`config.mk`:
```
export PLATFORM = sky130hd
export DESIGN_NAME = progpow_seq_shuffle_flat
export DESIGN_NICKNAME = d
export VERILOG_FILES = /design/src/rtl/progpow_pkg.sv /design/src/rtl/progpow_seq_shuffle_if.sv /design/src/rtl/seq_mod_unit.sv /design/src/rtl/progpow_seq_shuffle.sv /design/src/flat_wrapper.sv
export SDC_FILE = /design/constraint.sdc
export NUM_CORES = 1
export LEC_CHECK = 0
export CORE_ASPECT_RATIO = 0.7
export CORE_UTILIZATION = 50
export DETAILED_ROUTE_END_ITERATION = 7
export PLACE_DENSITY = 0.88
export SLEW_MARGIN = 10
export SYNTH_ARGS = -nofsm -noshare
export SYNTH_HDL_FRONTEND = slang
export SYNTH_HIERARCHICAL = 1
export SYNTH_SLANG_ARGS = --single-unit
```
`constraint.sdc`:
```
create_clock -name clk -period 3.2 [get_ports clk]
set_input_delay 0.32 -clock clk [delete_from_list [all_inputs] [get_ports clk]]
set_output_delay 0.32 -clock clk [all_outputs]
set_load 0.02 [all_outputs]
```
`src/rtl/progpow_pkg.sv`:
```
// rtl/progpow_pkg.sv - shared ProgPoW constants, index type and sequencer state encoding
package progpow_pkg;

   localparam int PROGPOW_REGS = 32;

   typedef logic [7:0] seq_idx_t;

   typedef enum logic [3:0] {
      ST_IDLE,
      ST_INIT,
      ST_FETCH_D,
      ST_MOD_D,
      ST_SWAP_D,
      ST_FETCH_S,
      ST_MOD_S,
      ST_SWAP_S,
      ST_DONE
   } seq_state_e;

endpackage

```
`src/rtl/progpow_seq_shuffle_if.sv`:
```
// rtl/progpow_seq_shuffle_if.sv - control, random-word stream and permutation table bundle
interface progpow_seq_shuffle_if
   import progpow_pkg::*;
#(
   parameter int NUM_REGS = PROGPOW_REGS,
   parameter int IDX_W    = $clog2(NUM_REGS)
);
   logic                      start;
   logic                      busy;
   logic                      done;
   logic                      rnd_valid;
   logic                      rnd_ready;
   logic [31:0]               rnd_data;
   logic [NUM_REGS*IDX_W-1:0] dst_seq;
   logic [NUM_REGS*IDX_W-1:0] src_seq;

   modport master (
      output start, rnd_valid, rnd_data,
      input  busy, done, rnd_ready, dst_seq, src_seq
   );

   modport slave (
      input  start, rnd_valid, rnd_data,
      output busy, done, rnd_ready, dst_seq, src_seq
   );
endinterface

```
`src/rtl/seq_mod_unit.sv`:
```
// rtl/seq_mod_unit.sv - 32-cycle restoring remainder, MSB first, 9-bit partial remainder
module seq_mod_unit (
   input  logic        clk,
   input  logic        rst,
   input  logic        start,
   input  logic [31:0] dividend,
   input  logic [8:0]  divisor,
   output logic [8:0]  rem,
   output logic        rem_valid
);
   logic [31:0] word_q;
   logic [8:0]  divisor_q;
   logic [8:0]  rem_q;
   logic [4:0]  cnt_q;
   logic        run_q;
   logic        valid_q;

   logic [8:0]  r_cur;
   logic [8:0]  dvs;
   logic        bit_in;
   logic [9:0]  shifted;
   logic [8:0]  r_next;

   // The start edge already performs the first step, so the result lands 32 cycles after start.
   assign r_cur   = start ? 9'd0 : rem_q;
   assign dvs     = start ? divisor : divisor_q;
   assign bit_in  = start ? dividend[31] : word_q[31];
   assign shifted = {r_cur, bit_in};
   assign r_next  = (shifted >= {1'b0, dvs}) ? 9'(shifted - {1'b0, dvs}) : shifted[8:0];

   always_ff @(posedge clk) begin
      if (rst) begin
         word_q    <= '0;
         divisor_q <= '0;
         rem_q     <= '0;
         cnt_q     <= '0;
         run_q     <= 1'b0;
         valid_q   <= 1'b0;
      end else if (start) begin
         word_q    <= {dividend[30:0], 1'b0};
         divisor_q <= divisor;
         rem_q     <= r_next;
         cnt_q     <= 5'd1;
         run_q     <= 1'b1;
         valid_q   <= 1'b0;
      end else if (run_q) begin
         word_q <= {word_q[30:0], 1'b0};
         rem_q  <= r_next;
         cnt_q  <= cnt_q + 5'd1;
         if (cnt_q == 5'd31) begin
            run_q   <= 1'b0;
            valid_q <= 1'b1;
         end
      end
   end

   assign rem       = rem_q;
   assign rem_valid = valid_q;
endmodule

```
`src/rtl/progpow_seq_shuffle.sv`:
```
// rtl/progpow_seq_shuffle.sv - Fisher-Yates builder of the dst/src register permutations
module progpow_seq_shuffle
   import progpow_pkg::*;
#(
   parameter int NUM_REGS = PROGPOW_REGS,
   parameter int IDX_W    = $clog2(NUM_REGS)
) (
   input logic                  clk,
   input logic                  rst,
   progpow_seq_shuffle_if.slave bus
);
   seq_state_e       state_q;
   seq_idx_t         i_q;
   logic [IDX_W-1:0] dst_q [NUM_REGS];
   logic [IDX_W-1:0] src_q [NUM_REGS];
   logic             busy_q;
   logic             done_q;
   logic             rdy_q;

   logic             mod_start;
   logic [8:0]       rem;
   logic             rem_valid;
   logic [IDX_W-1:0] i_idx;
   logic [IDX_W-1:0] j;
   logic             unused_rem;

   logic [NUM_REGS*IDX_W-1:0] dst_flat;
   logic [NUM_REGS*IDX_W-1:0] src_flat;

   // rdy_q is only ever set while in a FETCH state, so this is exactly the stream handshake.
   assign mod_start  = rdy_q && bus.rnd_valid;
   assign i_idx      = i_q[IDX_W-1:0];
   assign j          = rem[IDX_W-1:0];
   assign unused_rem = ^rem[8:IDX_W];

   seq_mod_unit u_mod (
      .clk       (clk),
      .rst       (rst),
      .start     (mod_start),
      .dividend  (bus.rnd_data),
      .divisor   ({1'b0, i_q} + 9'd1),
      .rem       (rem),
      .rem_valid (rem_valid)
   );

   always_ff @(posedge clk) begin
      if (rst) begin
         state_q <= ST_IDLE;
         i_q     <= '0;
         busy_q  <= 1'b0;
         done_q  <= 1'b0;
         rdy_q   <= 1'b0;
         for (int k = 0; k < NUM_REGS; k++) begin
            dst_q[k] <= IDX_W'(k);
            src_q[k] <= IDX_W'(k);
         end
      end else begin
         case (state_q)
            ST_IDLE: begin
               if (bus.start) begin
                  state_q <= ST_INIT;
                  busy_q  <= 1'b1;
               end
            end
            ST_INIT: begin
               for (int k = 0; k < NUM_REGS; k++) begin
                  dst_q[k] <= IDX_W'(k);
                  src_q[k] <= IDX_W'(k);
               end
               i_q     <= seq_idx_t'(NUM_REGS - 1);
               rdy_q   <= 1'b1;
               state_q <= ST_FETCH_D;
            end
            ST_FETCH_D, ST_FETCH_S: begin
               if (bus.rnd_valid) begin
                  rdy_q   <= 1'b0;
                  state_q <= (state_q == ST_FETCH_D) ? ST_MOD_D : ST_MOD_S;
               end
            end
            ST_MOD_D: if (rem_valid) state_q <= ST_SWAP_D;
            ST_MOD_S: if (rem_valid) state_q <= ST_SWAP_S;
            ST_SWAP_D: begin
               dst_q[i_idx] <= dst_q[j];
               dst_q[j]     <= dst_q[i_idx];
               rdy_q        <= 1'b1;
               state_q      <= ST_FETCH_S;
            end
            ST_SWAP_S: begin
               src_q[i_idx] <= src_q[j];
               src_q[j]     <= src_q[i_idx];
               if (i_q == 8'd1) begin
                  done_q  <= 1'b1;
                  state_q <= ST_DONE;
               end else begin
                  i_q     <= i_q - 8'd1;
                  rdy_q   <= 1'b1;
                  state_q <= ST_FETCH_D;
               end
            end
            ST_DONE: begin
               done_q  <= 1'b0;
               busy_q  <= 1'b0;
               state_q <= ST_IDLE;
            end
            default: state_q <= ST_IDLE;
         endcase
      end
   end

   always_comb begin
      dst_flat = '0;
      src_flat = '0;
      for (int k = 0; k < NUM_REGS; k++) begin
         dst_flat[k*IDX_W +: IDX_W] = dst_q[k];
         src_flat[k*IDX_W +: IDX_W] = src_q[k];
      end
   end

   assign bus.dst_seq   = dst_flat;
   assign bus.src_seq   = src_flat;
   assign bus.busy      = busy_q;
   assign bus.done      = done_q;
   assign bus.rnd_ready = rdy_q;
endmodule

```
`src/flat_wrapper.sv`:
```
// flat-port wrapper written by rule: the top's interface ports become plain ports
module progpow_seq_shuffle_flat import progpow_pkg::*;
#(
   parameter int NUM_REGS = PROGPOW_REGS,
   parameter int IDX_W    = $clog2(NUM_REGS)
)
  (clk, rst, bus_start, bus_rnd_valid, bus_rnd_data, bus_busy, bus_done, bus_rnd_ready, bus_dst_seq, bus_src_seq);
  progpow_seq_shuffle_if #(.NUM_REGS(NUM_REGS), .IDX_W(IDX_W)) bus_i ();
  input logic clk;
  input logic rst;
  input wire logic [$bits(bus_i.start)-1:0] bus_start;
  input wire logic [$bits(bus_i.rnd_valid)-1:0] bus_rnd_valid;
  input wire logic [$bits(bus_i.rnd_data)-1:0] bus_rnd_data;
  output wire logic [$bits(bus_i.busy)-1:0] bus_busy;
  output wire logic [$bits(bus_i.done)-1:0] bus_done;
  output wire logic [$bits(bus_i.rnd_ready)-1:0] bus_rnd_ready;
  output wire logic [$bits(bus_i.dst_seq)-1:0] bus_dst_seq;
  output wire logic [$bits(bus_i.src_seq)-1:0] bus_src_seq;
  assign bus_i.start = bus_start;
  assign bus_i.rnd_valid = bus_rnd_valid;
  assign bus_i.rnd_data = bus_rnd_data;
  assign bus_busy = bus_i.busy;
  assign bus_done = bus_i.done;
  assign bus_rnd_ready = bus_i.rnd_ready;
  assign bus_dst_seq = bus_i.dst_seq;
  assign bus_src_seq = bus_i.src_seq;
  progpow_seq_shuffle #(.NUM_REGS(NUM_REGS), .IDX_W(IDX_W)) u_core (.clk(clk), .rst(rst), .bus(bus_i));
endmodule
```
==> flow_summary_export.csv <==
group,metric,value,unit
cts,postCtsHoldBufs,0,
place,pre_cts_ws,-0.112,ns
logic_synthesis,ys_seq_area_share,46.7,%
setup_path,r2r_start,"u_core/u_mod/rem[0]$_SDFFE_PP0P_",
sta,hold_slack,0.166,ns
flow_run,max_cap_viol_count,0,
sta,setup_viol,1,
logic_synthesis,syn-instance-count,2211,
route,postRouteAntennaNets,0,
run_status,violations,"DRC, setup timing",
cts,clkLatencyLatePin,0.57,ns
setup_path,ff2ff_path_depth,6,
power_and_ir_drop,p_leak,0.00945,uW
setup_path,arrival,3.50,ns
logic_synthesis,yosysMostFrequentCell,"edfxtp_1",
sta,fmax,310,MHz
die,ioPinCount,359,
setup_path,cp_cell_sequence,"mux4_2 > a22o_1 > a221oi_1 > and3_1 > buf_4 > o22ai_1",
logic_synthesis,yosysWarnings,6,
place,routabilityCongestion,1.05,
setup_path,r2r_slack,-0.02,ns
route,drtIter0Drc,4177,
setup_path,max_stage_delay,0.73,ns
cts,htreeDepth,2,
logic_synthesis,synth.top_cells.by_area,"edfxtp_1 (40%), mux2i_1 (8.8%), mux4_2 (7.6%), a22oi_1 (6.6%), dfxtp_1 (6.4%)",
cts,cts_root_buf,"clkbuf_16",
power_and_ir_drop,power.total,27400,uW
logic_synthesis,async_flop_share,0,%
setup_path,cp-end-kind,"flop",
route,num_vias,23200,
sta,fin_crit,3.22,ns
setup_path,r2r-end,"u_core/src_q[1][3]$_DFFE_PP_",
sta,relSlewSlack,13.4,%
global_routing,grt_max_degree,66,
min_path,holdPathEnd,"u_core/state_q[1]$_SDFFE_PP0P_",
route,drt-total-wl,101000,um
logic_synthesis,synthDistinctLibCells,68,
logic_synthesis,synth_common_cells,"edfxtp_1 (320), nor2_1 (245), mux2i_1 (210), a22oi_1 (209), nand2_1 (196)",
die,die_x,263,um
route,drtPass1Iterations,8,
layout,layout-drive-gt1-share,14.4,%
sta,fin_crit_sh,101,%
sta,grt_setup_unrepaired,"false",
cts,numCtsBuffers,40,
setup_path,worst-setup-path-type,"flop to flop",
cts,clk_pin_slew,0.06,ns
min_path,hold_path_class,"input pin to flop",
layout,nets,2607,
die,initial_utilization,51.0,%
setup_path,crit_slowest_cell,"dfxtp_4",
logic_synthesis,ys_seq_elements,396,
cts,cts.sinks,396,
route,viasPerCell,7.24,
route,wl_per_cell,31.6,um
global_routing,grt_pass1_vias,21500,
logic_synthesis,avgSynthCellArea,10.8,um2
global_routing,grt_pass1_wl,144000,um
sta,slew_viol_final,0,
run_status,status,"finished, violations left",
sta,finalHoldViolCount,0,
cts,cts.path.max_buffers,3,
min_path,hp-start,"rst",
sta,skew,0.0229,ns
power_and_ir_drop,powerDensity,912,mW/mm2
die,die-area,0.0485,mm2
die,core_area,0.0467,mm2
logic_synthesis,synth_top_area_share,40.3,%
route,drc,1,
global_routing,grt_overflow_total,0,
sta,setup_ws,-0.0248,ns
global_routing,antenna_found_initial,2,
place,hpwl,74700,um
min_path,min_path_cells,3,
logic_synthesis,yosys.area.top_type,"edfxtp_1",
logic_synthesis,synth_flop_cell,"edfxtp_1",
power_and_ir_drop,peakVddDrop,805,uV
cts,cts_tree,"built",
sta,max_slew.worst_pin.slew,1.28,ns
setup_path,crit_required,3.48,ns
logic_synthesis,syn_area,0.0238,mm2
setup_path,path_max_fanout,19,
die,die_y,185,um
place,port_buffers,358,
layout,area_growth,26.1,%
die,row_count,66,
global_routing,grtUsageTotal,40.4,%
logic_synthesis,syn_nets,2264,
setup_path,worstSetupStartpointType,"flop",
logic_synthesis,synth_edf_count,320,
-- per-stage QoR --
stage | cell area [um2] | instances | TNS, ns | utilization, %
CTS | 30000 | 3195 | 0 | 64.2
global route | 30000 | 3197 | 0 | 64.2
global placement | 28600 | 3122 | -0.0646 | 61.2
finish | 30000 | 3199 | -0.0248 | 64.3
detailed placement | 28600 | 3122 | -0.329 | 61.2
floorplan | 23800 | 2211 | 0 | -
-- flip-flops by register name, indices dropped and copies added, names as in the netlist, named ones only --
name	cells
u_core/u_mod/rem_valid	1
u_core/u_mod/divisor_q	9
u_core/u_mod/cnt_q	5
u_core/u_mod/word_q	31
u_core/state_q	4
u_core/bus.rnd_ready	1
u_core/i_q	8
u_core/bus.busy	1
u_core/src_q	160
u_core/u_mod/rem	9
u_core/u_mod/run_q	1
u_core/bus.done	1
u_core/dst_q	160
-- routing by layer --
layer  track usage (%)  part of all wire (%)
met1              52.7                    35
met2              61.6                    43
met3              12.8                    17
met4              18.2                   5.2
met5             0.300                     0
-- area by class of cell --
type                    count  area [um2]
clock inverters            20         246
inverters                  13        48.8
well taps                 612         766
clock buffers              53        1150
diodes                      2        5.00
repair buffers            537        5170
multi-input cells        1566       11500
fillers                  3594       16700
flip-flops and latches    396       11100
-- cells by family after synthesis --
| group | Yosys count | share of synthesized area [%] |
|---|---|---|
| multiplexers | 292 | 16.5 |
| XOR/XNOR | 20 | 0.735 |
| buffers and inverters | 249 | 5.38 |
| flip-flops | 396 | 46.7 |
| adder cells (fa/ha/maj) | 17 | 0.924 |
| AND/OR/NAND/NOR | 660 | 12.5 |
| AO/OA/AOI/OAI | 577 | 17.2 |
-- critical path: cells and delay by family, from the launching register on --
family | cells | cell delay [ns]
AND/OR/NAND/NOR | 1 | 0.41
AO/OA/AOI/OAI | 3 | 0.93
flip-flops | 1 | 0.73
multiplexers | 1 | 0.61
buffers and inverters | 1 | 0.25
-- power by group --
group / switching, uW / total, uW / internal (uW)
Sequential: 986 / 7430 / 6440
Combinational: 9690 / 14900 / 5200
Clock: 2100 / 5070 / 2960
-- cell usage in the layout (no fill, tap or decap), types with 11 or more instances in the layout --
cell / count
nor2_1: 243
nor3_1: 34
mux2i_1: 209
o22ai_1: 154
a21oi_1: 75
o211ai_1: 49
xor2_1: 11
and4_1: 11
edfxtp_1: 320
a32oi_1: 12
clkdlybuf4s50_1: 357
a22oi_1: 209
inv_1: 13
clkbuf_16: 44
ha_1: 15
buf_12: 20
and3_1: 16
dfxtp_1: 70
nand2_1: 196
nand4_1: 23
mux4_2: 80
buf_4: 159
nand3_1: 65
nor2b_1: 14
-- how the worst max path moves through the flow --
stage	startpoint	end	cells after the start
floorplan	u_core/bus.rnd_ready$_SDFFE_PP0P_	u_core/u_mod/rem[0]$_SDFFE_PP0P_	13
global placement	bus_rnd_valid	u_core/u_mod/rem[6]$_SDFFE_PP0P_	12
detailed placement	bus_rnd_valid	u_core/u_mod/rem[6]$_SDFFE_PP0P_	12
CTS	u_core/u_mod/rem[0]$_SDFFE_PP0P_	u_core/dst_q[29][1]$_DFFE_PP_	7
global route	u_core/u_mod/rem[0]$_SDFFE_PP0P_	u_core/src_q[15][1]$_DFFE_PP_	8
finish	u_core/u_mod/rem[0]$_SDFFE_PP0P_	u_core/src_q[1][3]$_DFFE_PP_	6
-- timing repair --
item | 4_1_cts | 5_1_grt
endpoints found under the setup margin | 0 | 7
buffers inserted | 0 | 2
resized for setup | 0 | 6
(Power assumes the default switching activity.)
